**src/rtl/cc_stack_unit_if.sv**
```systemverilog
`default_nettype none
// ============================================================================
// Module      : cc_stack_unit_if
// Description : Bus bundle for the condition-code unit. Carries the data bus,
//               the load/push/pop/clear controls and the branch query into
//               the unit, and the held flags, stack status and branch
//               decision back out.
//   master : drives data_in, ld_cc, push, pop, err_clr, br_eval, br_nzp;
//            observes br_taken, N, Z, P, depth_cnt, empty, full, errors.
//   slave  : the opposite directions (used by cc_stack_unit).
// Revision    : 1.0 - initial release
// ============================================================================
interface cc_stack_unit_if #(
  parameter int WIDTH = 16,
  parameter int DEPTH = 4
);
  localparam int CW = $clog2(DEPTH + 1);

  logic [WIDTH-1:0] data_in;
  logic             ld_cc;
  logic             push;
  logic             pop;
  logic             err_clr;
  logic             br_eval;
  logic [2:0]       br_nzp;
  logic             br_taken;
  logic             N;
  logic             Z;
  logic             P;
  logic [CW-1:0]    depth_cnt;
  logic             empty;
  logic             full;
  logic             err_overflow;
  logic             err_underflow;

  modport master (
    output data_in, ld_cc, push, pop, err_clr, br_eval, br_nzp,
    input  br_taken, N, Z, P, depth_cnt, empty, full, err_overflow, err_underflow
  );

  modport slave (
    input  data_in, ld_cc, push, pop, err_clr, br_eval, br_nzp,
    output br_taken, N, Z, P, depth_cnt, empty, full, err_overflow, err_underflow
  );
endinterface
`default_nettype wire

```
**src/rtl/cc_stack_unit.sv**
```systemverilog
`default_nettype none
// ============================================================================
// Module      : cc_stack_unit
// Description : LC-3 condition-code unit. Derives one-hot N/Z/P from the data
//               bus on ld_cc, evaluates BR conditions against the held flags,
//               and keeps a DEPTH-entry LIFO of saved codes for interrupt
//               entry (push) and RTI (pop). Sticky overflow/underflow flags
//               record illegal stack accesses until err_clr.
//   clk   : single clock, rising edge
//   reset : synchronous, active-low
//   bus   : cc_stack_unit_if.slave (data, controls, flags, stack status)
// Revision    : 1.0 - initial release
// ============================================================================
module cc_stack_unit #(
  parameter int         WIDTH    = 16,
  parameter int         DEPTH    = 4,
  parameter logic [2:0] RESET_CC = 3'b010
) (
  input  wire logic          clk,
  input  wire logic          reset,
  cc_stack_unit_if.slave     bus
);

  localparam int CW = $clog2(DEPTH + 1);
  localparam int AW = (DEPTH > 1) ? $clog2(DEPTH) : 1;
  localparam logic [CW-1:0] c_full_cnt = CW'(DEPTH);

  logic [2:0]    r_cc;
  logic [CW-1:0] r_depth;
  logic          r_err_ovf;
  logic          r_err_unf;
  logic [2:0]    r_stack [DEPTH];

  logic [2:0]    w_derived;
  logic          w_empty;
  logic          w_full;
  logic          w_do_push;
  logic          w_do_pop;
  logic          w_ovf;
  logic          w_unf;
  logic [AW-1:0] w_wr_idx;
  logic [AW-1:0] w_rd_idx;

  // Sign test first so negative values never read as zero; result is one-hot.
  always_comb begin
    w_derived = 3'b001;
    if (bus.data_in[WIDTH-1]) begin
      w_derived = 3'b100;
    end else if (bus.data_in == '0) begin
      w_derived = 3'b010;
    end
  end

  assign w_empty = (r_depth == '0);
  assign w_full  = (r_depth == c_full_cnt);

  // push and pop together cancel: neither a stack operation nor an error.
  assign w_do_push = bus.push & ~bus.pop & ~w_full;
  assign w_do_pop  = bus.pop  & ~bus.push & ~w_empty;
  assign w_ovf     = bus.push & ~bus.pop & w_full;
  assign w_unf     = bus.pop  & ~bus.push & w_empty;

  assign w_wr_idx = AW'(r_depth);
  assign w_rd_idx = AW'(r_depth - CW'(1));

  always_ff @(posedge clk) begin
    if (!reset) begin
      r_cc      <= RESET_CC;
      r_depth   <= '0;
      r_err_ovf <= 1'b0;
      r_err_unf <= 1'b0;
    end else begin
      // A restoring pop overrides a concurrent ld_cc.
      if (w_do_pop) begin
        r_cc <= r_stack[w_rd_idx];
      end else if (bus.ld_cc) begin
        r_cc <= w_derived;
      end

      if (w_do_push) begin
        r_depth <= r_depth + CW'(1);
      end else if (w_do_pop) begin
        r_depth <= r_depth - CW'(1);
      end

      // A new error in the same cycle as err_clr wins.
      if (w_ovf) begin
        r_err_ovf <= 1'b1;
      end else if (bus.err_clr) begin
        r_err_ovf <= 1'b0;
      end

      if (w_unf) begin
        r_err_unf <= 1'b1;
      end else if (bus.err_clr) begin
        r_err_unf <= 1'b0;
      end
    end
  end

  // Storage is intentionally not reset; entries above depth are never read.
  // The pushed value is the flag state before this edge, not the ld_cc result.
  always_ff @(posedge clk) begin
    if (reset && w_do_push) begin
      r_stack[w_wr_idx] <= r_cc;
    end
  end

  assign bus.N             = r_cc[2];
  assign bus.Z             = r_cc[1];
  assign bus.P             = r_cc[0];
  assign bus.depth_cnt     = r_depth;
  assign bus.empty         = w_empty;
  assign bus.full          = w_full;
  assign bus.err_overflow  = r_err_ovf;
  assign bus.err_underflow = r_err_unf;
  assign bus.br_taken      = bus.br_eval & |(bus.br_nzp & r_cc);

endmodule
`default_nettype wire

```
**src/flat_wrapper.sv**
```systemverilog
// flat-port wrapper written by rule: the top's interface ports become plain ports
module cc_stack_unit_flat 
#(
  parameter int         WIDTH    = 16,
  parameter int         DEPTH    = 4,
  parameter logic [2:0] RESET_CC = 3'b010
)
  (clk, reset, bus_data_in, bus_ld_cc, bus_push, bus_pop, bus_err_clr, bus_br_eval, bus_br_nzp, bus_br_taken, bus_N, bus_Z, bus_P, bus_depth_cnt, bus_empty, bus_full, bus_err_overflow, bus_err_underflow);
  cc_stack_unit_if #(.WIDTH(WIDTH), .DEPTH(DEPTH)) bus_i ();
  input  wire logic clk;
  input  wire logic reset;
  input wire logic [$bits(bus_i.data_in)-1:0] bus_data_in;
  input wire logic [$bits(bus_i.ld_cc)-1:0] bus_ld_cc;
  input wire logic [$bits(bus_i.push)-1:0] bus_push;
  input wire logic [$bits(bus_i.pop)-1:0] bus_pop;
  input wire logic [$bits(bus_i.err_clr)-1:0] bus_err_clr;
  input wire logic [$bits(bus_i.br_eval)-1:0] bus_br_eval;
  input wire logic [$bits(bus_i.br_nzp)-1:0] bus_br_nzp;
  output wire logic [$bits(bus_i.br_taken)-1:0] bus_br_taken;
  output wire logic [$bits(bus_i.N)-1:0] bus_N;
  output wire logic [$bits(bus_i.Z)-1:0] bus_Z;
  output wire logic [$bits(bus_i.P)-1:0] bus_P;
  output wire logic [$bits(bus_i.depth_cnt)-1:0] bus_depth_cnt;
  output wire logic [$bits(bus_i.empty)-1:0] bus_empty;
  output wire logic [$bits(bus_i.full)-1:0] bus_full;
  output wire logic [$bits(bus_i.err_overflow)-1:0] bus_err_overflow;
  output wire logic [$bits(bus_i.err_underflow)-1:0] bus_err_underflow;
  assign bus_i.data_in = bus_data_in;
  assign bus_i.ld_cc = bus_ld_cc;
  assign bus_i.push = bus_push;
  assign bus_i.pop = bus_pop;
  assign bus_i.err_clr = bus_err_clr;
  assign bus_i.br_eval = bus_br_eval;
  assign bus_i.br_nzp = bus_br_nzp;
  assign bus_br_taken = bus_i.br_taken;
  assign bus_N = bus_i.N;
  assign bus_Z = bus_i.Z;
  assign bus_P = bus_i.P;
  assign bus_depth_cnt = bus_i.depth_cnt;
  assign bus_empty = bus_i.empty;
  assign bus_full = bus_i.full;
  assign bus_err_overflow = bus_i.err_overflow;
  assign bus_err_underflow = bus_i.err_underflow;
  cc_stack_unit #(.WIDTH(WIDTH), .DEPTH(DEPTH), .RESET_CC(RESET_CC)) u_core (.clk(clk), .reset(reset), .bus(bus_i));
endmodule
```
**config.mk**
```make
export PLATFORM = sky130hd
export DESIGN_NAME = cc_stack_unit_flat
export DESIGN_NICKNAME = d
export VERILOG_FILES = /design/src/rtl/cc_stack_unit_if.sv /design/src/rtl/cc_stack_unit.sv /design/src/flat_wrapper.sv
export SDC_FILE = /design/constraint.sdc
export NUM_CORES = 1
export LEC_CHECK = 0
export CORE_ASPECT_RATIO = 1.25
export CORE_MARGIN = 2
export CORE_UTILIZATION = 30
export CTS_CLUSTER_SIZE = 40
export DETAILED_ROUTE_END_ITERATION = 10
export GPL_ROUTABILITY_DRIVEN = 1
export GPL_TIMING_DRIVEN = 0
export REMOVE_ABC_BUFFERS = 1
export SYNTH_ARGS = -nofsm -noshare
export SYNTH_HDL_FRONTEND = slang
export SYNTH_SLANG_ARGS = --single-unit
export TNS_END_PERCENT = 20
```
**constraint.sdc**
```tcl
create_clock -name clk -period 3.6 [get_ports clk]
set_clock_uncertainty 0.05 [all_clocks]
set_input_delay 0.36 -clock clk [delete_from_list [all_inputs] [get_ports clk]]
set_output_delay 0.36 -clock clk [all_outputs]
set_load 0.1 [all_outputs]
```
# [After elaboration in Yosys (flattened, before gate mapping)]
# Memories as Yosys holds them, arrays and structs flattened.
# Cells that the tools add are included.
# Widths: inputs -> output; s select.
[classes] n_addsub=2 eq_ne=1 n_mux=11 bitwise_logic=12 n_reduce_logical=8
[op_table] cell="$logic_not 16->1" count=1
[op_table] cell="$mux 3" count=5
[op_table] cell="$reduce_bool 2->1" count=4
[op_table] cell="$and 1x1->1" count=7
[op_table] cell="$mux 1" count=5
[op_table] cell="$not 1->1" count=4
[op_table] cell="$add 3x1->3 const B" count=1
[op_table] cell="$and 3x3->3" count=1
[op_table] cell="$eq 3x3->1 const B" count=1
[op_table] cell="$logic_not 3->1" count=1
[op_table] cell="$reduce_or 3->1" count=1
[op_table] cell="$sub 3x1->3 const B" count=1
[op_table] cell="$mux 2" count=1
[op_table] cell="$logic_and 1x1->1" count=1
[word_totals] regBits=8 ram_bits=12 input_bits=26 output_inout_bits=11 n_memories=1
[mem_list] name="u_core.r_stack" words=4 word_bits=3 rd=1 rd_ports_with_merged_regs=0 wr=1 line="cc_stack_unit.sv:32" source="logic [2:0] r_stack [DEPTH];"

# [Logic depth before layout (Yosys ltp)]
# Gate-level depths: netlist (run 1).
[logic_depth] depth_word=6 depth_mapped=7 ltp_nobuf=6

# [Worst setup path after synthesis (run 1)]
# No wires, ideal clock.
[synth_path] kind="register to output" start="register u_core.r_cc[0]" end="output port bus_br_taken" t_arrival_ns=2.629 slack_ns=0.561 stages_incl_launch_ff=3 path_cell_list="dfxtp_1 > a222oi_1 > nor2b_1"
[synth_via] elab_chain_cells=3
[synth_rtl] item="start: declaration" line="cc_stack_unit.sv:28" source="logic [2:0] r_cc;"
[synth_rtl] item="start signal: assignment" line="cc_stack_unit.sv:75" source="r_cc <= r_stack[w_rd_idx];"
[synth_rtl] item="start signal: assignment" line="cc_stack_unit.sv:77" source="r_cc <= w_derived;"
[synth_rtl] item="$and 3x3->3" line="cc_stack_unit.sv:117" source="assign bus.br_taken = bus.br_eval & |(bus.br_nzp & r_cc);"
[synth_rtl] item="$reduce_or 3->1" line="cc_stack_unit.sv:117"
[synth_rtl] item="$and 1x1->1" line="cc_stack_unit.sv:117"
[synth_rtl] item="end: declaration" line="flat_wrapper.sv:19" source="output wire logic [$bits(bus_i.br_taken)-1:0] bus_br_taken;"
# No other way between the ends.

# [Worst setup path in the final report (run 1)]
[layout_path] start="register u_core.r_depth[0], in the netlist u_core.bus.depth_cnt[0]" end="output port bus_full"
[layout_via] elab_chain_cells=1
[layout_rtl] item="start: declaration" line="cc_stack_unit.sv:29" source="logic [CW-1:0] r_depth;"
[layout_rtl] item="start signal: assignment" line="cc_stack_unit.sv:81" source="r_depth <= r_depth + CW'(1);"
[layout_rtl] item="start signal: assignment" line="cc_stack_unit.sv:83" source="r_depth <= r_depth - CW'(1);"
[layout_rtl] item="$eq 3x3->1" line="cc_stack_unit.sv:55" source="assign w_full = (r_depth == c_full_cnt);"
[layout_rtl] item="end: declaration" line="flat_wrapper.sv:25" source="output wire logic [$bits(bus_i.full)-1:0] bus_full;"
# No other way between the ends.

==> reports/metrics.yaml, run 1 <==
synthesis:
  yosysWarnings: 0
  synth_cell_types: 33
  yosysMostFrequentCell: "edfxtp_1"
  synth_area_um2: 995
  synth_area_leader_cell: "edfxtp_1"
  synth_area_leaders: "edfxtp_1, dfxtp_1, mux4_2"
  synthFlopType: "edfxtp_1"
  synth_top_cell_area_share_pct: 36.2
  syn_inst: 81
  ys_seq_area_share_pct: 52.3
  async_reset_ff_share_pct: 0
  syn_area_per_cell_um2: 12.3
  ys_seq_elements: 20
  synth_edf_count: 12
  synth_top_cells_by_count: "edfxtp_1, dfxtp_1, and3_1, ha_1, inv_1"
critical_path:
  critPathLaunchType: "flop"
  crit_path_frequent_cell: "inv_1"
  ff2ff_setup_slack_ns: 1.63
  path_delay_family: "buffers and inverters"
  crit_buf_inv: 3
  path_cells: "inv_1, ha_1, nand2_1, inv_1, clkdlybuf4s50_1"
  cpPeakStageDelay_ns: 1.14
  worst-setup-path-type: "flop to primary output"
  endpoint_kind: "primary output"
  cp.arrival_ns: 2.41
  cp_max_fo: 9
  worst-endpoint-required_ns: 3.19
  cpMaxStageDelayCell: "clkdlybuf4s50_1"
clocking:
  cts_root_buf: "clkbuf_8"
  clock_path_buffers: 2
  path_clk_slew_ns: 0.07
  cts_buffers: 3
  ctsResizeCount: 0
  clk_latency_ns: 0.25
  cts_setup_buffers: 0
  clock_sinks: 20
  h-tree-depth: 1
  hold_buffers: 0
  tritoncts: "built"
timing:
  hold_viol_final: 0
  setup_violations: 0
  fin_crit_sh_pct: 78.4
  slew_headroom_pct: 34.0
  worst_pin_slew_ns: 0.987
  period_needed_ns: 2.82
  fin_setup_tns_ns: 0
  max_freq_mhz: 354
  rsz0062_at_grt: "false"
  slew_viol_final: 0
run:
  cap_violations: 0
floorplan:
  dieWidth_um: 55.5
  num_rows: 23
  die_h_um: 68.4
  die_area_um2: 3800
  coreArea_um2: 3190
  initial_utilization_pct: 31.1
  ios: 37
drt:
  wl_per_cell_um: 12.9
  first_pass_iters: 4
  vias_per_cell: 4.84
  wl_um: 2010
  drt_iter0_drc: 19
  ant_nets: 0
  drc: 0
  vias: 755
layout:
  layout.nets: 151
  layout-drive-gt1-share_pct: 10.1
  areaGrowthSynthToFinish_pct: 46.5
  antenna_cells: 0
power:
  leakage_nw: 0.535
  ir_worst_vdd_uv: 295
  power_density_nw_per_um2: 479
  p_total_uw: 698
placed_design:
  globalplace.congestion: 0.776
  portBuffers: 36
  dpl.hpwl_um: 1690
run_status:
  status: "completed"
min_path:
  hp-class: "flop to flop"
global_route:
  grt_pass1_vias: 809
  grt_pass1_wl_um: 3510
  antenna_found_initial: 0
  grt_max_degree: 13
  track_usage_pct: 12.1
  grt_overflow: 0
stage by stage:
step	instance area [um2]	hold WS (ns)	utilization, %	std cells	setup WS (ns)
after global routing	1460	0.523	45.6	156	0.628
final	1460	0.501	45.6	156	0.777
after CTS	1460	0.508	45.6	156	0.736
after global placement	1390	0.492	43.4	152	1.04
after floorplan	980	0.384	-	79	0.561
after detailed placement	1390	0.498	43.4	152	1.02
state kept, by name (all words and copies together) (netlist names):
signal / count
u_core.bus.err_underflow: 1
u_core.bus.err_overflow: 1
u_core.r_stack: 12
u_core.bus.depth_cnt: 3
u_core.r_cc: 3
kinds of logic after synthesis:
group,Yosys count,share of synthesized area [%]
compound gates,9,6.16
fa+ha+maj,5,6.29
buf+inv,7,3.40
flops,20,52.3
mux,5,8.93
simple gates,35,22.9
layout by cell type, fill, tap and decap left out, drive strengths merged, types with 2 or more instances in the layout:
cell type	n
inv	5
nand4	2
ha	5
nor2b	5
mux4	3
a21oi	2
nand3b	2
clkbuf	3
nor4	4
and3	5
a211oi	2
clkdlybuf4s50	36
nand3	2
edfxtp	12
and2	2
nor2	3
nand2	4
dfxtp	8
routing by layer:
| metal | share of wire (%) | GRT usage, % | vias to the layer above | routed length [um] |
|---|---|---|---|---|
| li1 | - | - | 383 | - |
| met1 | 39 | 12.4 | 343 | 784 |
| met2 | 54 | 24.4 | 27 | 1090 |
| met3 | 6.0 | 2.08 | 2 | 120 |
| met4 | 0.94 | 4.57 | 0 | 19 |
| met5 | 0 | 0 | - | 0 |
layout make-up:
cell class	count	area (um2)
Clock inverter	1	30.0
Clock buffer	3	41.3
Fill cell	307	1740
Sequential cell	20	520
Inverter	5	18.8
Tap cell	37	46.3
Timing Repair Buffer	36	360
Multi-Input combinational cell	54	440
worst paths after layout:
kind                                                      startpoint  cells past startpoint                              to
worst max register to register  u_core.bus.depth_cnt[0]$_SDFFE_PN0P_                      5  u_core.r_stack[3][2]$_DFFE_PP_
worst min register to register           u_core.r_cc[2]$_SDFFE_PN0P_                      0  u_core.r_stack[1][2]$_DFFE_PP_
worst min-delay path                     u_core.r_cc[2]$_SDFFE_PN0P_                      0  u_core.r_stack[1][2]$_DFFE_PP_
worst max-delay path            u_core.bus.depth_cnt[0]$_SDFFE_PN0P_                      5                        bus_full
where the power goes:
group / internal (mW) / switching [mW]
sequential: 0.255 / 0.0134
clock: 0.148 / 0.0696
combinational: 0.0773 / 0.134
total: 0.480 / 0.217
No activity file was read; power rests on OpenSTA's default activity.
==> run 2, diff against run 1 <==
==> constraint.sdc (replaced) <==
create_clock -name clk -period 2.8 [get_ports clk]
set_clock_uncertainty 0.05 [all_clocks]
set_input_delay 0.28 -clock clk [delete_from_list [all_inputs] [get_ports clk]]
set_output_delay 0.28 -clock clk [all_outputs]
set_load 0.1 [all_outputs]
==> reports/metrics.yaml, run 2 (synthesis results as in run 1) <==
placed_design:
  portBuffers: 36
  dp_worst_setup_slack_ns: 0.309
  dpl.cell_count: 152
  globalplace.congestion: 0.776
  dpl.hpwl_um: 1690
clocking:
  h-tree-depth: 1
  cts_root_buf: "clkbuf_8"
  clock_sinks: 20
  clock_path_buffers: 2
  hold_buffers: 0
  clk_latency_ns: 0.25
  cts_buffers: 3
  path_clk_slew_ns: 0.07
  tritoncts: "built"
min_path:
  hp-class: "flop to flop"
timing:
  rsz0062_at_grt: "false"
  finalWorstSetupSlack_ns: 0.368
  hold_viol_final: 0
  worst_pin_slew_ns: 0.985
  period_needed_ns: 2.43
  fin_crit_sh_pct: 86.9
  max_freq_mhz: 411
  slew_viol_final: 0
  slew_headroom_pct: 34.2
  fin_setup_tns_ns: 0
  timing.hold.ws_ns: 0.501
  setup_violations: 0
drt:
  first_pass_iters: 4
  ant_nets: 0
  vias_per_cell: 4.84
  drt_iter0_drc: 15
  wl_um: 2020
  vias: 755
  wl_per_cell_um: 13.0
  drc: 0
critical_path:
  worst-setup-path-type: "flop to primary output"
  path_cells: "a222oi_1, nor2b_1, clkdlybuf4s50_1"
  worst-endpoint-required_ns: 2.47
  endpoint_kind: "primary output"
  cpPeakStageDelay_ns: 1.13
  critPathLaunchType: "flop"
  cp_max_fo: 7
  cpMaxStageDelayCell: "clkdlybuf4s50_1"
  cp.arrival_ns: 2.10
layout:
  layout.nets: 151
  layout-drive-gt1-share_pct: 10.1
  final_cell_mix: "clkdlybuf4s50_1, edfxtp_1, dfxtp_1"
  final_cells: 156
  largest_register_ffs: 12
  antenna_cells: 0
  layout_commonest_cell: "clkdlybuf4s50_1"
  top_register: "u_core.r_stack"
  areaGrowthSynthToFinish_pct: 47.0
power:
  leakage_nw: 0.559
  pwr-share-comb_pct: 30.3
  pwr-share-clk_pct: 31.2
  power_density_nw_per_um2: 613
  internal-power_uw: 617
  p_total_uw: 897
  p_sw_share_pct: 31.2
  seq_power_share_pct: 38.5
  power.switching_uw: 280
  ir_worst_vdd_uv: 376
floorplan:
  ios: 37
  dieWidth_um: 55.5
  num_rows: 23
  die_area_um2: 3800
  coreArea_um2: 3190
  initial_utilization_pct: 31.1
  die_h_um: 68.4
global_route:
  track_usage_pct: 12.1
  grt_pass1_vias: 809
  grt_max_degree: 13
  grt_overflow: 0
  antenna_found_initial: 0
  grt_pass1_wl_um: 3510
run:
  cap_violations: 0
run_status:
  status: "completed"
==> run 2: metrics by stage <==
stage / util (%) / instance area [um2]
floorplan: - / 980
CTS: 45.6 / 1460
global placement: 43.4 / 1390
finish: 45.8 / 1460
global route: 45.8 / 1460
detailed placement: 43.4 / 1390
==> run 2: path summary, 6_finish.rpt <==
path         slack (ns)  cells after the start                        endpoint                                 start
max reg2reg        0.83                      5  u_core.r_stack[3][2]$_DFFE_PP_  u_core.bus.depth_cnt[0]$_SDFFE_PN0P_
max                0.37                      3                    bus_br_taken           u_core.r_cc[1]$_SDFFE_PN1P_
min                0.50                      0  u_core.r_stack[1][2]$_DFFE_PP_           u_core.r_cc[2]$_SDFFE_PN0P_
min reg2reg        0.50                      0  u_core.r_stack[1][2]$_DFFE_PP_           u_core.r_cc[2]$_SDFFE_PN0P_
==> run 2: timing repair <==
| item | 4_1_cts | 5_1_grt |
|---|---|---|
| resized for setup | 0 | 2 |
| setup endpoints to repair | 0 | 2 |
| buffers inserted | 0 | 0 |
==> run 2: cell type report <==
| type | count | area, um2 |
|---|---|---|
| clock inverters | 1 | 30.0 |
| well taps | 37 | 46.3 |
| flip-flops and latches | 20 | 520 |
| inverters | 5 | 18.8 |
| fillers | 307 | 1730 |
| clock buffers | 3 | 41.3 |
| repair buffers | 36 | 365 |
| multi-input cells | 54 | 440 |
==> run 2: per-layer routing <==
layer | up-vias | global-route usage (%) | part of all wire, %
met1 | 343 | 12.4 | 39
met3 | 2 | 2.08 | 6.0
li1 | 383 | - | -
met4 | 0 | 4.57 | 0.94
met2 | 27 | 24.4 | 54
met5 | - | 0 | 0
==> run 2: power groups by stage <==
stage | logic [mW] | registers [mW] | clock network, mW
final | 0.272 | 0.345 | 0.280
after CTS | 0.276 | 0.346 | 0.285
after detailed placement | 0.274 | 0.352 | 0
after floorplan | 0.117 | 0.421 | 0
after global placement | 0.273 | 0.352 | 0
after global routing | 0.290 | 0.348 | 0.294
==> run 2: worst max-delay path: cells and delay by family (launching register included) <==
family          cells  cell delay, ns
buf+inv             1            1.13
flops               1            0.46
compound gates      1            0.13
simple gates        1            0.12
==> run 3, diff against run 2 <==
--- a/config.mk
+++ b/config.mk
@@ -5,6 +5,7 @@
 export SDC_FILE = /design/constraint.sdc
 export NUM_CORES = 1
 export LEC_CHECK = 0
+export ABC_CLOCK_PERIOD_IN_PS = 2800
 export CORE_ASPECT_RATIO = 1.25
 export CORE_MARGIN = 2
 export CORE_UTILIZATION = 30
==> results of run 3 <==
No change in the layout: final DEF, timing and power equal those of run 2.
